### src/rtl/uart_rx_deserializer.sv
// 8N1 UART receiver with 2-flop synchronizer, one-deep holding register and sticky errors.
// Define UART_RX_PARITY_EN to add an even-parity bit and a live Parity_Err.
module uart_rx_deserializer #(
   parameter int BIT_CLKS = 650
) (
   input  logic       Clock_In,
   input  logic       Reset,
   input  logic       Rx_In,
   output logic [7:0] Rx_Data,
   output logic       Rx_Valid,
   input  logic       Rx_Ready,
   output logic       Frame_Err,
   output logic       Overrun_Err,
   output logic       Parity_Err,
   input  logic       Err_Clr
);

   localparam logic [11:0] HALF = 12'(BIT_CLKS / 2);
   localparam logic [11:0] LAST = 12'(BIT_CLKS - 1);

   typedef enum logic [2:0] {
      IDLE,
      START,
      DATA,
`ifdef UART_RX_PARITY_EN
      PARITY,
`endif
      STOP
   } state_t;

   state_t      state_q, state_d;
   logic        sync1_q, sync2_q, prev_q;
   logic [11:0] cnt_q, cnt_d;
   logic [2:0]  bit_q, bit_d;
   logic [7:0]  shift_q, shift_d;
   logic [7:0]  data_q, data_d;
   logic        valid_q, valid_d;
   logic        ferr_q, ferr_d;
   logic        oerr_q, oerr_d;
   logic        strobe, deliver;
   logic        ferr_set, oerr_set, perr_set;

   always_ff @(posedge Clock_In or negedge Reset) begin
      if (!Reset) begin
         sync1_q <= 1'b1;
         sync2_q <= 1'b1;
         prev_q  <= 1'b1;
         state_q <= IDLE;
         cnt_q   <= '0;
         bit_q   <= '0;
         shift_q <= '0;
         data_q  <= '0;
         valid_q <= 1'b0;
         ferr_q  <= 1'b0;
         oerr_q  <= 1'b0;
      end else begin
         sync1_q <= Rx_In;
         sync2_q <= sync1_q;
         prev_q  <= sync2_q;
         state_q <= state_d;
         cnt_q   <= cnt_d;
         bit_q   <= bit_d;
         shift_q <= shift_d;
         data_q  <= data_d;
         valid_q <= valid_d;
         ferr_q  <= ferr_d;
         oerr_q  <= oerr_d;
      end
   end

   always_comb begin
      state_d  = state_q;
      cnt_d    = cnt_q;
      bit_d    = bit_q;
      shift_d  = shift_q;
      data_d   = data_q;
      valid_d  = valid_q;
      deliver  = 1'b0;
      ferr_set = 1'b0;
      oerr_set = 1'b0;
      perr_set = 1'b0;
      strobe   = (state_q != IDLE) && (cnt_q == LAST);

      if (state_q != IDLE) begin
         cnt_d = strobe ? 12'd0 : cnt_q + 12'd1;
      end

      unique case (state_q)
         IDLE: begin
            if (prev_q && !sync2_q) begin
               cnt_d   = HALF;
               state_d = START;
            end
         end
         START: begin
            if (strobe) begin
               bit_d   = 3'd0;
               state_d = sync2_q ? IDLE : DATA;
            end
         end
         DATA: begin
            if (strobe) begin
               shift_d = {sync2_q, shift_q[7:1]};
               bit_d   = bit_q + 3'd1;
               if (bit_q == 3'd7) begin
`ifdef UART_RX_PARITY_EN
                  state_d = PARITY;
`else
                  state_d = STOP;
`endif
               end
            end
         end
`ifdef UART_RX_PARITY_EN
         PARITY: begin
            if (strobe) begin
               perr_set = ^{shift_q, sync2_q};
               state_d  = STOP;
            end
         end
`endif
         STOP: begin
            if (strobe) begin
               ferr_set = !sync2_q;
               deliver  = sync2_q;
               state_d  = IDLE;
            end
         end
         default: state_d = IDLE;
      endcase

      if (valid_q && Rx_Ready) begin
         valid_d = 1'b0;
      end
      // A full register that is being drained this edge can still take the new byte
      if (deliver) begin
         if (!valid_q || Rx_Ready) begin
            data_d  = shift_q;
            valid_d = 1'b1;
         end else begin
            oerr_set = 1'b1;
         end
      end

      ferr_d = ferr_set | (ferr_q & ~Err_Clr);
      oerr_d = oerr_set | (oerr_q & ~Err_Clr);
   end

`ifdef UART_RX_PARITY_EN
   logic perr_q;
   always_ff @(posedge Clock_In or negedge Reset) begin
      if (!Reset) begin
         perr_q <= 1'b0;
      end else begin
         perr_q <= perr_set | (perr_q & ~Err_Clr);
      end
   end
   assign Parity_Err = perr_q;
`else
   logic unused_perr;
   assign unused_perr = perr_set;
   assign Parity_Err  = 1'b0;
`endif

   assign Rx_Data     = data_q;
   assign Rx_Valid    = valid_q;
   assign Frame_Err   = ferr_q;
   assign Overrun_Err = oerr_q;

endmodule
### config.mk
export PLATFORM = sky130hd
export DESIGN_NAME = uart_rx_deserializer
export DESIGN_NICKNAME = d
export VERILOG_FILES = /design/src/rtl/uart_rx_deserializer.sv
export SDC_FILE = /design/constraint.sdc
export NUM_CORES = 1
export LEC_CHECK = 0
export CAP_MARGIN = 20
export CORE_MARGIN = 1
export CORE_UTILIZATION = 30
export CTS_CLUSTER_DIAMETER = 50
export DETAILED_ROUTE_END_ITERATION = 12
export GPL_TIMING_DRIVEN = 0
export HOLD_SLACK_MARGIN = 0.12
export SLEW_MARGIN = 20
export SYNTH_ARGS = -nofsm -noshare
export SYNTH_HDL_FRONTEND = slang
export SYNTH_SLANG_ARGS = --single-unit
export TNS_END_PERCENT = 20
### constraint.sdc
create_clock -name Clock_In -period 4.48 [get_ports Clock_In]
set_input_delay 0.896 -clock Clock_In [delete_from_list [all_inputs] [get_ports Clock_In]]
set_output_delay 0.896 -clock Clock_In [all_outputs]
set_load 0.05 [all_outputs]
### Word level (Yosys, flattened, before mapping)

Cells that the tools add are included.

| storage, ports and cells | value |
|---|---|
| logic and storage cells | 63 |
| bits of input ports | 5 |
| output and inout bits | 12 |
| bits in registers | 40 |

| cells by class | value |
|---|---|
| reductions and logical operators | 13 |
| bitwise gates (word level) | 5 |
| muxes and demuxes | 22 |
| add/sub/neg operators | 2 |
| equal/unequal tests | 10 |

Operators with widths:

| operator | number |
|---|---|
| 2-to-1 mux 12 bit | 4 |
| 2-to-1 mux 3 bit | 6 |
| adder 12 x 1 -> 12 bit, second input constant | 1 |
| == test 12 x 10 -> 1 bit, second input constant | 1 |
| one-hot mux 3 bit (4 select lines) | 1 |
| inequality test 2 bit, second input constant | 5 |
| 2-to-1 mux 1 bit | 9 |
| == test 3 x 2 -> 1 bit, second input constant | 2 |
| one-hot mux 3 bit (2 select lines) | 1 |
| AND reduction 5 bit | 1 |
| AND reduction 2 bit | 2 |
| adder 3 x 1 -> 3 bit, second input constant | 1 |
| == test 3 x 1 -> 1 bit, second input constant | 1 |
| == test 3 bit, second input constant | 1 |
| logical AND 1 bit | 3 |
| zero test 3 bit | 1 |
| AND reduction 3 bit | 1 |
| nonzero test 3 bit | 1 |
| AND 1 bit | 2 |
| zero test 1 bit | 2 |
| 2-to-1 mux 2 bit | 1 |
| OR 1 bit | 2 |
| nonzero test 2 bit | 1 |
| logical OR 1 bit | 1 |
| NOT 1 bit | 1 |

### Longest topological paths before layout

| logic depth | value |
|---|---|
| word-level depth | 6 |
| gate-level depth with buffers | 7 |
| depth with buffers taken out | 6 |

### Least setup slack after synthesis

OpenSTA, ideal clock, no wires.

| path | value |
|---|---|
| path kind | reg2reg |
| from | register cnt_q[8] |
| to | register shift_q[0] |
| required time | 4.355 ns |
| stages on the path, launching flop included | 5 |
| path slack | 2.664 ns |
| period minus slack after synthesis | 1.816 ns |
| library setup time | 0.125 ns |
| buffers on the path | 0 |
| data arrival time | 1.691 ns |
| cells stage by stage | dfrtp_1 -> nor4_4 -> nand4_2 -> nor3b_4 -> mux2_2 |

| between the ends | value |
|---|---|
| cells in the longest elaborated chain, start to end | 3 |

Ends and longest elaborated chain:

| what | RTL line | source |
|---|---|---|
| from (decl) | 33 | `logic [11:0] cnt_q, cnt_d;` |
| from (signal assigned) | 61 | `cnt_q <= cnt_d;` |
| == test 12 x 10 -> 1 bit | 82 | `strobe = (state_q != IDLE) && (cnt_q == LAST);` |
| logical AND 1 bit | 82 |  |
| AND reduction 2 bit (no line) | -- |  |
| to (signal assigned) | 63 | `shift_q <= shift_d;` |
| to (decl) | 35 | `logic [7:0] shift_q, shift_d;` |

Every way passes these cells.
A chain may end at the register's enable or synchronous reset.

### Worst setup path in the final report

| path | value |
|---|---|
| from | register data_q[7] (netlist: Rx_Data[7]) |
| to | output port Rx_Data[7] |

RTL lines:

| what | RTL line | source |
|---|---|---|
| from (decl) | 36 | `logic [7:0] data_q, data_d;` |
| from (signal assigned) | 64 | `data_q <= data_d;` |
| to (decl) | 9 | `output logic [7:0] Rx_Data,` |

No word-level cell between the ends.

==> flow_summary.rst <==
.. list-table::
   :header-rows: 1

   * - Metric
     - Value
   * - Boundary Pins
     - 17
   * - Max-slew violation count
     - 0
   * - Starting density of the core
     - 31.6%
   * - CTS root buf
     - sky130_fd_sc_hd__clkbuf_8
   * - Most numerous cell in the Yosys netlist
     - sky130_fd_sc_hd__dfrtp_1
   * - Number of diodes
     - 0
   * - Fin crit period
     - 2.34 ns
   * - Critical Setup Path Class
     - flip-flop to output pin
   * - Post-Synthesis Cells
     - 145
   * - Post-synthesis register bit count
     - 39
   * - Highest clock rate
     - 0.427 GHz
   * - X dimension of the die
     - slightly below 80 um
   * - Placed cell count
     - 233
   * - Cell family contributing the most delay on the critical path
     - buffers and inverters
   * - Status
     - finished clean
   * - Fin Hold WS
     - about 0.36 ns
   * - Peak supply drop
     - 0.200 mV
   * - CTS tree
     - built
   * - Share of Yosys cell area claimed by the top area cell type
     - 50.8%
   * - Initial antenna violation count
     - 0
   * - Synth warnings
     - 0
   * - Highest metal used
     - met4
   * - Clock latency reported for the late side of the worst-skew pair
     - 0.29 ns
   * - Count of flip-flops with a built-in enable after synthesis
     - 0
   * - Final routed wire length divided by cell count
     - around 13 um
   * - Share of post-route cells with drive strength above 1
     - about a quarter
   * - Met3 routed WL
     - slightly below 100 um
   * - Arrival time worst endpoint
     - 1.45 ns
   * - First-pass GRT wire length
     - between 5 and 6 mm
   * - Number of buffers on the longest clock path
     - 2
   * - Number of setup violations in the final report
     - 0
   * - Syn_nets
     - 154
   * - Core Region
     - 5610 um^2
   * - Number of cells on the worst reg-to-reg path
     - 4
   * - Pin count of the biggest net entering global routing
     - 27
   * - Hold Path Depth
     - 0
   * - Worst clock skew on the final layout
     - 0.00176 ns
   * - Post-route met1 wirelength
     - 1.50 mm
   * - Number of max-cap violations
     - 0
   * - Synth top area cells
     - sky130_fd_sc_hd__dfrtp_1 51%, sky130_fd_sc_hd__mux2_2 11%, sky130_fd_sc_hd__dfstp_2 4.4%, sky130_fd_sc_hd__xnor2_1 3.5%, sky130_fd_sc_hd__ha_1 2.8%
   * - GPL Wtd Cong
     - 0.782
   * - Mean area per synthesized cell
     - 12.2 um^2
   * - Post-CTS resize count
     - 0
   * - Number of buffers added to fix hold violations after cts
     - 0
   * - Final setup TNS
     - 0 ns
   * - Slew margin rel.
     - between 60% and 70%
   * - Number of nets in the final layout
     - about 180
   * - Critical path cell sequence
     - clkdlybuf4s50_1
   * - Die Footprint
     - 6220 um^2
   * - H-tree Lvls
     - 2
   * - Die Span Y
     - ~79 um
   * - Iter 0 DRT Violations
     - 21
   * - WP buf/inv
     - 1
   * - Pin slew with the least headroom to its limit
     - 0.513 ns
   * - Crit path capture type
     - output pin
   * - Top cell types by occurrence after synthesis
     - 36 x sky130_fd_sc_hd__dfrtp_1, 17 x sky130_fd_sc_hd__mux2_2, 11 x sky130_fd_sc_hd__nand2_1, 11 x sky130_fd_sc_hd__nor2_1, 7 x sky130_fd_sc_hd__xnor2_1
   * - Detailed placement HPWL
     - 2.22 mm
   * - Async set-reset flop share out of synthesis
     - 100%
   * - Via density per instance
     - 4.68
   * - Post-CTS Setup Repair Bufs
     - 0
   * - CTS buffer count
     - 5
   * - Leak pwr
     - just under 1 nW
   * - Number of endpoints with negative hold slack in the final report
     - 0
   * - Final Util
     - 38.2%
   * - Number of sinks handled by clock tree synthesis
     - 39
   * - Post-Layout Cell Count
     - 241
   * - Placed Instance Area
     - slightly above 2000 um^2
   * - Number of I/O port buffers
     - 15
   * - Setup repair after global routing missed its margin
     - no
   * - Number of distinct standard cells referenced by the synthesized netlist
     - 40
   * - Class of the tightest hold or removal check
     - flip-flop to flip-flop
   * - Max stage delay on crit path
     - 0.80 ns
   * - Global route overflow
     - 0
   * - Total stage count of the critical path
     - 1
   * - Ratio of final minimum period to clock period
     - a little over half
   * - Number of antenna-violating nets in the routed design
     - 0
   * - Clock slew at the register clock pins of the worst setup and hold paths
     - 0.07 ns
   * - Wire length after detailed routing
     - 3.13 mm
   * - Top flip-flop cell by instance count after synthesis
     - sky130_fd_sc_hd__dfrtp_1
   * - Critical Path RT
     - 3.58 ns
   * - Non-Filler Cell Area, Final
     - 2140 um^2
   * - Post-synth top area cell
     - sky130_fd_sc_hd__dfrtp_1
   * - Remaining routing DRC violations
     - 0
   * - Global router's overall resource usage
     - 11.9%
   * - Met2 routed wirelength
     - roughly 1.4 mm
   * - Crit path max-delay cell type
     - sky130_fd_sc_hd__clkdlybuf4s50_1
   * - Site Rows
     - 27
   * - Length of the first detailed-routing pass in iterations
     - 4
   * - Power density over cell area
     - 402 nW/um^2
   * - CP max FO
     - 2
   * - Launching element type of the critical path
     - flip-flop
   * - Synthesized cell area
     - approximately 1800 um^2
   * - Layout overhead on the synthesized area
     - 20.8%
   * - Vias in the first global route
     - about 1100
   * - Sequential fraction of the synthesis area
     - 55.3%
   * - Vias after detailed routing
     - around 1100
-- stage by stage --
stage               setup slack (ns)  total power, mW
floorplan                       2.66            0.534
global placement                1.53            0.571
detailed placement              2.25            0.574
CTS                             2.12            0.871
global route                    2.08            0.911
finish                          2.14            0.860
-- layout make-up --
cell class	instances	area (um^2)
clock buffer	5	68.8
tap	72	90.1
timing repair buffer	16	165
buffer	5	31.3
fill	584	3470
multi-input combinational	96	742
clock inverter	3	43.8
inverter	5	18.8
sequential	39	980
-- layout by cell type (no fill, tap or decap), types with 2 or more instances in the layout --
| master | synthesis | final |
|---|---|---|
| sky130_fd_sc_hd__nor3_1 | 3 | 3 |
| sky130_fd_sc_hd__mux2_2 | 17 | 17 |
| sky130_fd_sc_hd__o2111ai_1 | 2 | 2 |
| sky130_fd_sc_hd__nand2_1 | 11 | 11 |
| sky130_fd_sc_hd__nand2b_1 | 4 | 4 |
| sky130_fd_sc_hd__inv_1 | 5 | 5 |
| sky130_fd_sc_hd__clkdlybuf4s50_1 | 0 | 14 |
| sky130_fd_sc_hd__xnor2_1 | 7 | 7 |
| sky130_fd_sc_hd__o21ai_0 | 4 | 4 |
| sky130_fd_sc_hd__nor2_1 | 11 | 11 |
| sky130_fd_sc_hd__ha_1 | 4 | 4 |
| sky130_fd_sc_hd__xor2_1 | 2 | 2 |
| sky130_fd_sc_hd__a22o_2 | 2 | 2 |
| sky130_fd_sc_hd__clkbuf_1 | 2 | 2 |
| sky130_fd_sc_hd__dfstp_2 | 3 | 3 |
| sky130_fd_sc_hd__dfrtp_1 | 36 | 36 |
| sky130_fd_sc_hd__clkbuf_8 | 0 | 5 |
| sky130_fd_sc_hd__o31ai_1 | 3 | 3 |
| sky130_fd_sc_hd__buf_2 | 1 | 2 |
| sky130_fd_sc_hd__nand3_1 | 6 | 6 |
-- routing by layer --
layer  track usage (%)  vias to the layer above
li1                  -                      553
met1              15.7                      553
met2              17.4                       15
met3              3.10                        7
met4              7.09                        0
met5                 0                        -
-- worst paths after layout --
path / start / slack [ns] / end
min in group asynchronous: Reset / 0.50 / cnt_q[10]
worst max-delay path: Rx_Data[7] / 2.14 / Rx_Data[7]
worst min register to register: sync1_q / 0.36 / sync2_q
worst max register to register: cnt_q[8] / 2.39 / shift_q[7]
worst min-delay path: sync1_q / 0.36 / sync2_q
max in group asynchronous: Reset / 3.47 / sync1_q
-- power breakdown --
group	leakage [nW]	total [mW]	internal, mW	switching [mW]
Clock	0.0581	0.291	0.166	0.125
Sequential	0.510	0.446	0.391	0.0552
Combinational	0.402	0.123	0.0622	0.0608
-- sequential cells by signal, summed over array words and instances, names as in the netlist --
| register | flops |
|---|---|
| sync1_q | 1 |
| Frame_Err | 1 |
| Overrun_Err | 1 |
| prev_q | 1 |
| Rx_Data | 8 |
| cnt_q | 12 |
| state_q | 2 |
| shift_q | 8 |
| Rx_Valid | 1 |
| bit_q | 3 |
| sync2_q | 1 |
-- cell families (layout without fill, tap and decap cells) --
| kind of cell | count (synthesis) | in the layout | synth area share [%] |
|---|---|---|---|
| AOI/OAI and AO/OA | 17 | 17 | 7.13 |
| xor gates and xnor gates | 9 | 9 | 4.45 |
| adders and majority gates | 4 | 4 | 2.82 |
| buffers and inverters | 10 | 34 | 2.82 |
| DFF | 39 | 39 | 55.3 |
| muxes | 17 | 17 | 10.8 |
| other | 1 | 1 | 0.212 |
| and+or+nand+nor | 48 | 48 | 16.5 |
No activity file was read; power rests on OpenSTA's default activity.
